<file path="src/rtl/spi_pkg.sv">
// Shared definitions for the SPI master/slave pair.
//   SPI_WIDTH   : frame length in bits, common to both ends of the link
//   spi_state_e : slave frame state encoding
//   IDLE_FILL   : word shifted out on miso when no response is pending
package spi_pkg;

    localparam int SPI_WIDTH = 16;

    typedef enum logic [1:0] {
        ST_IDLE   = 2'd0,
        ST_ACTIVE = 2'd1,
        ST_DONE   = 2'd2
    } spi_state_e;

    localparam logic [SPI_WIDTH-1:0] IDLE_FILL = 16'h0000;

endpackage

</file>
<file path="src/rtl/spi_sync_edge.sv">
// Multi-flop synchronizer with registered edge detection.
//   clk, reset : system clock, async active-high reset
//   d_i        : asynchronous input
//   level_o    : synchronized level
//   rise_o     : one-cycle pulse on a synchronized 0->1 transition
//   fall_o     : one-cycle pulse on a synchronized 1->0 transition
// RESET_VAL is the level the chain (and edge register) assumes after reset,
// so an input already sitting at that level produces no spurious edge.
module spi_sync_edge #(
    parameter int   STAGES    = 2,
    parameter logic RESET_VAL = 1'b0
) (
    input  logic clk,
    input  logic reset,
    input  logic d_i,
    output logic level_o,
    output logic rise_o,
    output logic fall_o
);

    logic [STAGES-1:0] sync_q;
    logic              prev_q;

    always_ff @(posedge clk or posedge reset) begin
        if (reset) begin
            sync_q <= {STAGES{RESET_VAL}};
            prev_q <= RESET_VAL;
        end else begin
            sync_q <= {sync_q[STAGES-2:0], d_i};
            prev_q <= sync_q[STAGES-1];
        end
    end

    assign level_o = sync_q[STAGES-1];
    assign rise_o  = sync_q[STAGES-1] & ~prev_q;
    assign fall_o  = ~sync_q[STAGES-1] & prev_q;

endmodule

</file>
<file path="src/rtl/spi_slave.sv">
// Mode-0, MSB-first SPI target for fixed-length full-duplex frames.
// sclk/cs/mosi are oversampled into the clk domain.
//   clk, reset        : system clock, async active-high reset
//   sclk, cs, mosi    : SPI pins from the master (cs active-low)
//   miso, miso_oe     : serial response and its drive enable
//   tx_data, tx_load  : response word for the next frame, accepted when tx_ready
//   tx_ready          : no response word pending
//   rx_data, rx_valid : last complete received word, one-cycle update pulse
//   busy              : frame in progress
//   frame_err         : one-cycle pulse when a frame is cut short
module spi_slave
    import spi_pkg::*;
#(
    parameter int WIDTH       = SPI_WIDTH,
    parameter int SYNC_STAGES = 2
) (
    input  logic             clk,
    input  logic             reset,
    input  logic             sclk,
    input  logic             cs,
    input  logic             mosi,
    output logic             miso,
    output logic             miso_oe,
    input  logic [WIDTH-1:0] tx_data,
    input  logic             tx_load,
    output logic             tx_ready,
    output logic [WIDTH-1:0] rx_data,
    output logic             rx_valid,
    output logic             busy,
    output logic             frame_err
);

    localparam int CNT_W = $clog2(WIDTH + 1);

    logic sclk_rise, sclk_fall, sclk_level_unused;
    logic cs_rise, cs_fall, cs_level_unused;
    logic mosi_s, mosi_rise_unused, mosi_fall_unused;

    spi_sync_edge #(.STAGES(SYNC_STAGES), .RESET_VAL(1'b0)) u_sync_sclk (
        .clk(clk), .reset(reset), .d_i(sclk),
        .level_o(sclk_level_unused), .rise_o(sclk_rise), .fall_o(sclk_fall)
    );

    // cs resets to "selected" so a cs held low through reset cannot start a
    // frame; the master must deselect and reselect first.
    spi_sync_edge #(.STAGES(SYNC_STAGES), .RESET_VAL(1'b0)) u_sync_cs (
        .clk(clk), .reset(reset), .d_i(cs),
        .level_o(cs_level_unused), .rise_o(cs_rise), .fall_o(cs_fall)
    );

    spi_sync_edge #(.STAGES(SYNC_STAGES), .RESET_VAL(1'b0)) u_sync_mosi (
        .clk(clk), .reset(reset), .d_i(mosi),
        .level_o(mosi_s), .rise_o(mosi_rise_unused), .fall_o(mosi_fall_unused)
    );

    spi_state_e       state_q, state_d;
    logic [CNT_W-1:0] bit_cnt_q, bit_cnt_d;
    logic [WIDTH-1:0] rx_shift_q, rx_shift_d;
    logic [WIDTH-1:0] tx_shift_q, tx_shift_d;
    logic [WIDTH-1:0] tx_buf_q, tx_buf_d;
    logic [WIDTH-1:0] rx_data_q, rx_data_d;
    logic             pending_q, pending_d;
    logic             rx_valid_q, rx_valid_d;
    logic             frame_err_q, frame_err_d;
    logic             miso_q, miso_d;
    logic             miso_oe_q, miso_oe_d;
    logic [WIDTH-1:0] start_word;

    assign start_word = pending_q ? tx_buf_q : WIDTH'(IDLE_FILL);

    always_ff @(posedge clk or posedge reset) begin
        if (reset) begin
            state_q     <= ST_IDLE;
            bit_cnt_q   <= '0;
            rx_shift_q  <= '0;
            tx_shift_q  <= '0;
            tx_buf_q    <= '0;
            rx_data_q   <= '0;
            pending_q   <= 1'b0;
            rx_valid_q  <= 1'b0;
            frame_err_q <= 1'b0;
            miso_q      <= 1'b0;
            miso_oe_q   <= 1'b0;
        end else begin
            state_q     <= state_d;
            bit_cnt_q   <= bit_cnt_d;
            rx_shift_q  <= rx_shift_d;
            tx_shift_q  <= tx_shift_d;
            tx_buf_q    <= tx_buf_d;
            rx_data_q   <= rx_data_d;
            pending_q   <= pending_d;
            rx_valid_q  <= rx_valid_d;
            frame_err_q <= frame_err_d;
            miso_q      <= miso_d;
            miso_oe_q   <= miso_oe_d;
        end
    end

    always_comb begin
        state_d     = state_q;
        bit_cnt_d   = bit_cnt_q;
        rx_shift_d  = rx_shift_q;
        tx_shift_d  = tx_shift_q;
        tx_buf_d    = tx_buf_q;
        rx_data_d   = rx_data_q;
        pending_d   = pending_q;
        rx_valid_d  = 1'b0;
        frame_err_d = 1'b0;
        miso_d      = miso_q;
        miso_oe_d   = miso_oe_q;

        // Load and frame-start consumption are gated by the same old
        // pending_q, so a load coinciding with a frame start either is
        // refused (word already pending, consumed now) or becomes the
        // pending word for the following frame.
        if (tx_load && !pending_q) begin
            tx_buf_d  = tx_data;
            pending_d = 1'b1;
        end

        case (state_q)
            ST_IDLE: begin
                if (cs_fall) begin
                    state_d    = ST_ACTIVE;
                    tx_shift_d = start_word;
                    miso_d     = start_word[WIDTH-1];
                    miso_oe_d  = 1'b1;
                    bit_cnt_d  = '0;
                    rx_shift_d = '0;
                    if (pending_q) pending_d = 1'b0;
                end
            end
            ST_ACTIVE: begin
                if (cs_rise) begin
                    state_d   = ST_IDLE;
                    miso_d    = 1'b0;
                    miso_oe_d = 1'b0;
                    // A full count can only meet cs_rise here if the master
                    // deselects within a cycle of the last edge; keep the word.
                    if (bit_cnt_q == CNT_W'(WIDTH)) begin
                        rx_data_d  = rx_shift_q;
                        rx_valid_d = 1'b1;
                    end else if (bit_cnt_q != '0) begin
                        frame_err_d = 1'b1;
                    end
                end else if (bit_cnt_q == CNT_W'(WIDTH)) begin
                    state_d    = ST_DONE;
                    rx_data_d  = rx_shift_q;
                    rx_valid_d = 1'b1;
                    miso_d     = 1'b0;
                end else if (sclk_rise) begin
                    rx_shift_d = {rx_shift_q[WIDTH-2:0], mosi_s};
                    bit_cnt_d  = bit_cnt_q + CNT_W'(1);
                end else if (sclk_fall) begin
                    tx_shift_d = {tx_shift_q[WIDTH-2:0], 1'b0};
                    miso_d     = tx_shift_q[WIDTH-2];
                end
            end
            ST_DONE: begin
                if (cs_rise) begin
                    state_d   = ST_IDLE;
                    miso_d    = 1'b0;
                    miso_oe_d = 1'b0;
                end
            end
            default: state_d = ST_IDLE;
        endcase
    end

    assign miso      = miso_q;
    assign miso_oe   = miso_oe_q;
    assign tx_ready  = ~pending_q;
    assign rx_data   = rx_data_q;
    assign rx_valid  = rx_valid_q;
    assign busy      = (state_q != ST_IDLE);
    assign frame_err = frame_err_q;

endmodule

</file>
<file path="config.mk">
export PLATFORM = sky130hd
export DESIGN_NAME = spi_slave
export DESIGN_NICKNAME = d
export VERILOG_FILES = /design/src/rtl/spi_pkg.sv /design/src/rtl/spi_sync_edge.sv /design/src/rtl/spi_slave.sv
export SDC_FILE = /design/constraint.sdc
export NUM_CORES = 1
export LEC_CHECK = 0
export BUFFER_PORTS_ARGS = -buffer_cell sky130_fd_sc_hd__clkbuf_2
export CAP_MARGIN = 20
export CORE_MARGIN = 2
export CORE_UTILIZATION = 50
export CTS_CLUSTER_DIAMETER = 30
export CTS_CLUSTER_SIZE = 12
export DETAILED_ROUTE_END_ITERATION = 10
export GPL_TIMING_DRIVEN = 1
export PLACE_DENSITY = 0.72
export SYNTH_ARGS = -nofsm -noshare
export SYNTH_HDL_FRONTEND = slang
export SYNTH_SLANG_ARGS = --single-unit
</file>
<file path="constraint.sdc">
create_clock -name clk -period 4.8 [get_ports clk]
set_input_delay 0 -clock clk [delete_from_list [all_inputs] [get_ports clk]]
set_output_delay 0 -clock clk [all_outputs]
set_load 0.005 [all_outputs]
</file>
Word-level counts from Yosys, hierarchy flattened
Index checks and enable logic that the tools add are counted.
Widths: inputs -> output; s select.
- $add $sub $neg: 1
- multiply operators: 0
- div/mod/pow operators: 0
- magnitude comparators: 0
- eq/ne operators: 14
- shift operators: 0
- multiplexer cells: 41
- bitwise operators: 9
- reduce and logical (&&, ||, !) cells: 15
- operators by type and width (cell ; count):
    $mux 16 ; 5
    $mux 15 ; 5
    $pmux 16 s2 ; 1
    $pmux 15 s2 ; 1
    $mux 5 ; 4
    $mux 1 ; 17
    $ne 2x2->1 const B ; 7
    $pmux 5 s2 ; 1
    $reduce_and 5->1 ; 2
    $mux 2 ; 4
    $ne 4x4->1 const B ; 2
    $pmux 2 s3 ; 1
    $reduce_and 3->1 ; 2
    $reduce_and 6->1 ; 1
    $reduce_bool 2->1 ; 3
    $add 5x1->5 const B ; 1
    $eq 5x5->1 const B ; 1
    $not 1->1 ; 5
    $reduce_bool 5->1 ; 1
    $and 1x1->1 ; 4
    $ne 3x3->1 const B ; 1
    $pmux 1 s3 ; 1
    $reduce_bool 3->1 ; 1
    $eq 2x1->1 const B ; 1
    other kinds (8) ; 8
- register bits: 83
- bits in latches: 0
- bits in writable memories: 0
- bits in read-only memories: 0
- input port bits: 22
- output and inout bits: 22
- word-level logic and storage cells: 96
- memories kept: 0

Depth between registers and ports, before layout
Gate-level depths: netlist of run 1.
- depth in word-level cells: 7
- mapped depth: 8

Cells and area by module
Synthesis of run 1 repeated with hierarchy kept, for this count alone.
- cell total of the unflattened synthesis: 311
- area total of the unflattened synthesis: 3692.3 sq um
- modules (own cells, without submodules) (module ; instances ; cells each ; area each (sq um) ; seq. area each (sq um)):
    spi_slave ; 1 ; 293 ; 3410.8 ; 1876.8
    spi_sync_edge ; 3 ; 6 ; 93.8 ; 75.1

Least setup slack after synthesis of run 1
OpenSTA, ideal clock, no wires.
- kind: reg2reg
- from: register state_q[1]
- to: register miso_q (netlist: miso)
- arrival: 1.781 ns
- data required time: 4.672 ns
- path slack: 2.891 ns
- cell stages (with the launch flop): 8
- path buffers: 1
- period minus slack after synthesis: 1.909 ns
- cell sequence: dfrtp_1 -> inv_1 -> ha_1 -> buf_2 -> clkinv_1 -> or3_4 -> o221ai_2 -> mux2_1
- cells in the longest elaborated chain, start to end: 3
- elaborated cells on any way between the ends: 10
- classes of those cells: eq/ne: 6; mux: 1; reduce/logical: 3
- ends and longest elaborated chain (element ; RTL line ; RTL):
    from (decl) ; spi_slave.sv:56 ; spi_state_e state_q, state_d;
    from (signal assigned) ; spi_slave.sv:85 ; state_q <= state_d;
    $eq 2x1->1, or another cell as far along ; spi_slave.sv:121 ; case (state_q)
    $ne 4x4->1 (no line), or another cell as far along ; -- ;
    $reduce_and 5->1 (no line) ; -- ;
    to (signal assigned) ; spi_slave.sv:94 ; miso_q <= miso_d;
    to (decl) ; spi_slave.sv:65 ; logic miso_q, miso_d;
Several ways; a longest one is shown, not always the timed one.
A chain may end at the register's enable or synchronous reset.

Worst setup path in the final report of run 1
- from: register state_q[1]
- to: register rx_shift_q[2]
- cells in the longest elaborated chain, start to end: 3
- elaborated cells on any way between the ends: 9
- classes of those cells: eq/ne: 5; mux: 1; reduce/logical: 3
- ends and longest elaborated chain (element ; RTL line ; RTL):
    $eq 2x1->1 / $logic_not 2->1 (equally long branches) ; spi_slave.sv:121 ;
    $ne 2x2->1 (no line) / $reduce_bool 2->1 (equally long branches) ; -- ;
    $reduce_and 5->1 (no line) ; -- ;
    to (signal assigned) ; spi_slave.sv:87 ; rx_shift_q <= rx_shift_d;
    to (decl) ; spi_slave.sv:58 ; logic [WIDTH-1:0] rx_shift_q, rx_shift_d;
Several ways; a longest one is shown, not always the timed one.

==> results.md, run 1 <==
* Post-synth top flop: dfrtp_1
* GPL Wtd Cong at 0.748
* Crit. End Element: flop
* Fillers at 550
* Slowest cell on the critical path: ha_1
* Gr usage total at 0.174
* Vias per cell at 4.83
* Final Hold Fails at 0
* Total wire length at 6080 um
* Yosys warnings at 0
* TNS Setup at 0 ps
* Slowest stage delay, CP at 730 ps
* Mapped cell area at 3570 um^2
* Asr flop ratio synth at 1.00
* Multi-input logic area at 1310 um^2
* Post-DP HPWL at 3950 um
* Pin count of the biggest net entering global routing at 84
* Reg2Reg Depth at 6
* Lkg Pwr at 2.00 nW
* Net Switching at 0.000654 W
* Final min period at 2860 ps
* Initial core utilization at 0.520
* Clock buffer depth at 2
* Routed Antenna Nets at 0
* Rel. slew slack at 0.412
* Area grow syn2layout at 19.5%
* Die width at 88.5 um
* WP data required at 5060 ps
* Power Dens Cells at 491 nW/um^2
* Actual slew at the worst max-slew pin at 880 ps
* Run status: finished, final reports clean
* Sequential-to-total area share from yosys stat at 0.581
* First-pass GRT wire length at 10500 um
* I/O Buffers at 43
* Final hold slack at 155 ps
* Initial antenna violation count at 0
* Initial drt markers at 124
* EDFF count, synth at 0
* Sw Ratio at 0.312
* Top cell type's share of synthesized area at 0.581
* Vias at 2322
* Combinational share of power at 0.282
* WP data arrival at 3130 ps
* Critical path cell sequence: inv_1 > ha_1 > clkinv_1 > nor3_2 > a21o_2 > mux2i_1
* Ratio of cells with drive above 1 in the final layout at 0.231
* # diodes at 0
* IO Pins at 44
* Slew Limit Fails at 0
* DRC violations left at 0
* Synth top area cells: dfrtp_1 (58%), nand2_1 (6.8%), mux2_2 (6.6%)
* R2R Setup Slk at 1940 ps
* Endpoints failing setup at 0
* Die Span Y at 88.5 um
* Sequential Power Share at 0.470
* Post-synth top area cell: dfrtp_1
* Synth Area per Inst at 11.2 um^2
* Number of CTS-inserted buffers at 9
* CP top delay family: adder cells
* Sequential Area at 2080 um^2
* Die footprint at 7840 um^2
* Fmax achieved at 0.350 GHz
* Buf+Inv Stages, Crit Path at 2
* Clock Power Share at 0.248
* Int Pwr at 0.00144 W
* Vias in the first global route at 2313
* Maximum vdd drop at 0.243 mV
* Origin of the critical flop-to-flop path: state_q[1]$_DFFE_PP0P_
* TritonCTS clock tree: built
* RR Endpoint: rx_shift_q[2]$_DFFE_PP0P_
* Worst-Skew Late Latency at 340 ps
* Crit share post-route at 0.596
* Post-CTS Setup Bufs at 0
* CTS Root Cell: clkbuf_8
* WL/cell at 12.6 um
* Post-Synthesis Cells at 320
* Yosys cell types at 32
* Critical path peak fanout at 24
* Core Box Area at 6870 um^2
* Flops & latches, synth at 83
* Critical path class: reg2reg
* Grt ovf at 0
* CTS Sinks at 83
* H-tree levels at 3
* Nets at 410
* Critical path startpoint category: flop
* Hold Path Class: in2async
* Cell Rows at 30
* Net count of the mapped netlist at 348
* Drt pass-1 iters at 4
* Unrepaired setup endpoints after global routing: false
* Max Cap Viol at 0
* Worst-path clk slew at 80 ps
* Skew final at 9.17 ps
timing repair:
action                                  4_1_cts  5_1_grt
resized for setup                             0        0
hold endpoints to repair                     40        0
hold buffers                                 20        0
endpoints found under the setup margin        0        0
cells in the mapped netlist (2+ instances only):
cell      instances
o21ai_0          33
nand2_1          65
mux2_1           10
ha_1              6
inv_1            25
and3_1            2
a21oi_1           4
dfrtp_1          83
nor3_2            2
mux2_2           21
a31oi_1           6
nand2b_1          7
clkbuf_1          9
buf_2             3
o21ai_1           2
mux2i_1          18
nor2_1            5
nor2b_1           3
buf_6             3
worst max-delay path by stage:
stage	slack, ps	start	end	cells past startpoint
3_5_place_dp	1940	state_q[1]$_DFFE_PP0P_	rx_shift_q[14]$_DFFE_PP0P_	6
3_3_place_gp	2040	state_q[1]$_DFFE_PP0P_	rx_shift_q[5]$_DFFE_PP0P_	6
5_1_grt	1670	state_q[1]$_DFFE_PP0P_	rx_shift_q[14]$_DFFE_PP0P_	6
4_1_cts	1910	state_q[1]$_DFFE_PP0P_	rx_shift_q[14]$_DFFE_PP0P_	6
2_1_floorplan	2660	reset	bit_cnt_q[0]$_DFFE_PP0P_	1
6_report	1940	state_q[1]$_DFFE_PP0P_	rx_shift_q[2]$_DFFE_PP0P_	6
layout by cell type (no fill, tap or decap), drive strengths merged:
| master | n |
|---|---|
| nand2b | 7 |
| a21o | 1 |
| nand2 | 65 |
| a31oi | 7 |
| o22ai | 1 |
| inv | 24 |
| mux2 | 31 |
| o221ai | 1 |
| dlygate4sd3 | 20 |
| dfrtp | 83 |
| nor3 | 2 |
| nand3 | 1 |
| mux2i | 18 |
| clkbuf | 54 |
| nor2b | 3 |
| ha | 6 |
| and3 | 2 |
| a2bb2oi | 1 |
| o21ai | 35 |
| buf | 4 |
| a211oi | 1 |
| a32o | 1 |
| a21oi | 4 |
| bufinv | 2 |
| or3 | 1 |
| clkinv | 3 |
| and4bb | 1 |
| nor2 | 6 |
registers in the layout, summed over array words and instances (netlist names), 2 cells and up:
name	flops
rx_data	16
rx_shift_q	16
tx_buf_q	16
tx_shift_q	15
bit_cnt_q	5
state_q	2
u_sync_cs.sync_q	2
u_sync_mosi.sync_q	2
u_sync_sclk.sync_q	2
area by class of cell:
| class | count | share of cell area |
|---|---|---|
| flip-flops and latches | 83 | 0.487 |
| well taps | 96 | 0.0281 |
| clock buffers | 11 | 0.0308 |
| multi-input cells | 195 | 0.307 |
| inverters | 26 | 0.0232 |
| repair buffers | 67 | 0.109 |
| clock inverters | 3 | 0.0152 |
per-stage QoR:
step / power [W] / utilization / setup slack, ps / area, um^2 / std cells
2_1_floorplan: 0.00145 / - / 2660 / 3570 / 320
3_3_place_gp: 0.00155 / 0.560 / 2040 / 3840 / 446
3_5_place_dp: 0.00158 / 0.560 / 1940 / 3840 / 446
4_1_cts: 0.00211 / 0.617 / 1910 / 4240 / 480
5_1_grt: 0.00224 / 0.621 / 1670 / 4270 / 481
6_report: 0.00210 / 0.621 / 1940 / 4270 / 481
tightest hold or removal path, cell delays in order:
cell and delay, ps:
dlygate4sd3_1 530, clkbuf_2 110, clkinv_2 30, buf_4 180
logic make-up after synthesis:
logic type               Yosys count  share of synthesized area
flip-flops                        83                      0.581
AND/OR/NAND/NOR                   88                      0.111
multiplexers                      49                      0.148
AO/OA/AOI/OAI                     52                     0.0869
buffers and inverters             42                     0.0515
adder cells (fa/ha/maj)            6                     0.0210
power by group through the flow:
stage / sequential [W] / clock (W) / combinational [W]
final: 0.000985 / 0.000521 / 0.000590
after global routing: 0.00101 / 0.000564 / 0.000669
after CTS: 0.000984 / 0.000532 / 0.000598
after detailed placement: 0.000998 / 0 / 0.000580
after global placement: 0.000989 / 0 / 0.000560
after floorplan: 0.000949 / 0 / 0.000499
per-layer routing:
metal | vias up | share of wire | global-route usage
met5 | - | 0 | 0
met4 | 0 | 0.016 | 0.0744
met3 | 12 | 0.024 | 0.0326
met2 | 31 | 0.47 | 0.270
met1 | 1101 | 0.49 | 0.244
li1 | 1178 | - | -
No activity file was read; power rests on OpenSTA's default activity.
==> inputs of run 2 (changes only) <==
- ABC_AREA: default -> 1
- clock period: 4.8 -> 2.85 ns (I/O delays scaled with it)
==> results.md, run 2 <==
* Yosys warnings at 0
* Crit share post-route at 0.701
* I/O Buffers at 43
* Routed Antenna Nets at 0
* Asr flop ratio synth at 1.00
* Critical path startpoint category: flop
* Initial antenna violation count at 0
* Post-synth top flop: dfrtp_1
* Sequential Power Share at 0.399
* Net Switching at 0.00159 W
* Fillers at 649
* Buf+Inv Stages, Crit Path at 3
* Count leader, synth: nand2_1
* Sequential-to-total area share from yosys stat at 0.545
* Die footprint at 8330 um^2
* Slew Limit Fails at 0
* Combinational share of power at 0.366
* Nets at 528
* # diodes at 0
* Multi-input logic area at 1390 um^2
* Rel. slew slack at 0.408
* IO Pins at 44
* Post-Synth Adder-Cell Area at 0.0197
* Worst-Skew Late Latency at 350 ps
* Most common cell after layout, fill and taps aside: nand2_1
* WP data required at 3130 ps
* Initial drt markers at 107
* Power Dens Cells at 898 nW/um^2
* Total chip power at 0.00401 W
* DRC violations left at 0
* Ratio of cells with drive above 1 in the final layout at 0.216
* Top cell type's share of synthesized area at 0.545
* Total wire length at 6900 um
* Vias per cell at 4.75
* Synth top area cells: dfrtp_1 (55%), nand2_1 (13%), inv_1 (4.8%)
* Die width at 91.3 um
* Drt pass-1 iters at 4
* Synth Area per Inst at 8.62 um^2
* Final Hold Fails at 0
* Sw Ratio at 0.397
* Flops & latches, synth at 83
* CP top delay family: simple AND/OR/NAND/NOR gates
* Core Box Area at 7330 um^2
* Unrepaired setup endpoints after global routing: false
* Actual slew at the worst max-slew pin at 886 ps
* Clock buffer depth at 2
* Clock Power Share at 0.235
* Synth Area in Simple Gates at 0.253
* Max Cap Viol at 0
* Compound-Gate Fraction of Synth Area at 0.0860
* Initial core utilization at 0.520
* Worst-path clk slew at 90 ps
* Gr usage total at 0.185
* Post-DP HPWL at 4440 um
* CTS Root Cell: clkbuf_8
* Mux contribution to synthesized area at 0.00591
* Fmax achieved at 0.500 GHz
* Crit path top cell by count: nand2_1
* Endpoints failing setup at 0
* EDFF count, synth at 0
* TritonCTS clock tree: built
* Largest family of logic cells by synthesized area: simple AND/OR/NAND/NOR gates
* Crit. End Element: flop
* Post-CTS Setup Bufs at 0
* Most frequent cells in the layout: nand2_1 (137), dfrtp_1 (83), inv_1 (48), clkbuf_2 (43), nor2_1 (36)
* Final min period at 2000 ps
* H-tree levels at 3
* Vias in the first global route at 2785
* Die Span Y at 91.3 um
* Slowest stage delay, CP at 410 ps
* Critical path peak fanout at 38
* Run status: finished, final reports clean
* Vias at 2869
* Commonest cells post-synth: nand2_1 (137), dfrtp_1 (83), inv_1 (49), nor2_1 (36), a21oi_1 (32)
* Area share of xor/xnor cells in the synthesized design at 0
* Maximum vdd drop at 0.556 mV
* Skew final at 9.13 ps
* Pin count of the biggest net entering global routing at 45
* Post-Synthesis Cells at 442
* Mapped cell area at 3810 um^2
* Grt ovf at 0
* Lkg Pwr at 2.51 nW
* Net count of the mapped netlist at 470
* TNS Setup at 0 ps
* WL/cell at 11.4 um
* Hold Path Class: in2async
* CTS Sinks at 83
* Yosys cell types at 24
* Number of CTS-inserted buffers at 9
* Area grow syn2layout at 17.1%
* WP data arrival at 2270 ps
* Int Pwr at 0.00242 W
* First-pass GRT wire length at 12400 um
* Slowest cell on the critical path: dfrtp_1
* Cell Rows at 31
* Critical path class: reg2reg
* Post-synth top area cell: dfrtp_1
* Critical path cell sequence: inv_1 > ha_1 > buf_4 > nand2_1 > nand2_1 > inv_2 > nand2_4 > nand2_2 > o21ai_2
* GPL Wtd Cong at 0.803
* Sequential Area at 2080 um^2
==> run 2: cell count changes after synthesis, moves of 10 or more <==
cell / previous run / this run
nand2_1: 65 / 137
nor2_1: 5 / 36
a21oi_1: 4 / 32
mux2i_1: 18 / 0
mux2_2: 21 / 2
o21ai_2: 0 / 15
o21ai_0: 33 / 4
inv_1: 25 / 49
nand2_2: 0 / 16
mux2_1: 10 / 0
nand3_1: 1 / 29
==> run 2: path summary, 6_finish.rpt <==
kind                       depth (start not counted)                             from  slack (ps)                              end
setup / recovery                                   9           state_q[1]$_DFFE_PP0P_         850        tx_shift_q[0]$_DFFE_PP0P_
hold / removal                                     3                            reset         290        tx_shift_q[5]$_DFFE_PP0P_
setup reg to reg                                   9           state_q[1]$_DFFE_PP0P_         850        tx_shift_q[0]$_DFFE_PP0P_
hold reg to reg                                    0  u_sync_sclk.sync_q[0]$_DFF_PP0_         360  u_sync_sclk.sync_q[1]$_DFF_PP0_
max in group asynchronous                          4                            reset        1790        tx_shift_q[9]$_DFFE_PP0P_
min in group clk                                   2                               cs         290    u_sync_cs.sync_q[0]$_DFF_PP0_
==> run 2: worst min-delay path, cell delays in order <==
cell           delay, ps
dlygate4sd3_1        530
clkbuf_2             110
clkinv_2             510
==> run 2: what timing repair did <==
action                    in CTS  in global routing
resized for setup              0                  0
hold buffers                  20                  0
hold endpoints to repair      61                  0
==> run 2: cell type report <==
class                           instances  area share
Tap cell                               99      0.0278
Multi-Input combinational cell        285       0.311
Clock inverter                          7      0.0227
Inverter                               55      0.0471
Clock buffer                            9      0.0278
Sequential cell                        83       0.465
Timing Repair Buffer                   66      0.0981
==> run 2: per-stage QoR <==
step,setup WS [ps],instances,hold slack [ps],cell area (um^2),utilization
detailed placement,858,568,110,4040,0.551
finish,851,604,288,4460,0.609
CTS,833,604,280,4460,0.609
global placement,967,568,108,4040,0.551
global route,636,604,282,4460,0.609
floorplan,713,442,31.4,3810,-
==> run 2: logic make-up after synthesis <==
kind of cell    count (synthesis)
buf+inv                        74
compound gates                 52
flops                          83
fa+ha+maj                       6
simple gates                  225
mux                             2
==> run 2: power groups by stage <==
| stage | logic (W) | clock network, W | registers, W |
|---|---|---|---|
| global placement | 0.00140 | 0 | 0.00161 |
| CTS | 0.00148 | 0.000963 | 0.00160 |
| detailed placement | 0.00146 | 0 | 0.00162 |
| finish | 0.00147 | 0.000943 | 0.00160 |
| floorplan | 0.00133 | 0 | 0.00158 |
| global route | 0.00167 | 0.00102 | 0.00163 |
==> run 2: metal layers <==
layer	vias up	wire, um	GRT usage
li1	1478	-	-
met1	1323	3270	0.243
met2	58	3290	0.301
met3	10	252	0.0382
met4	0	91	0.0745
met5	-	0	0
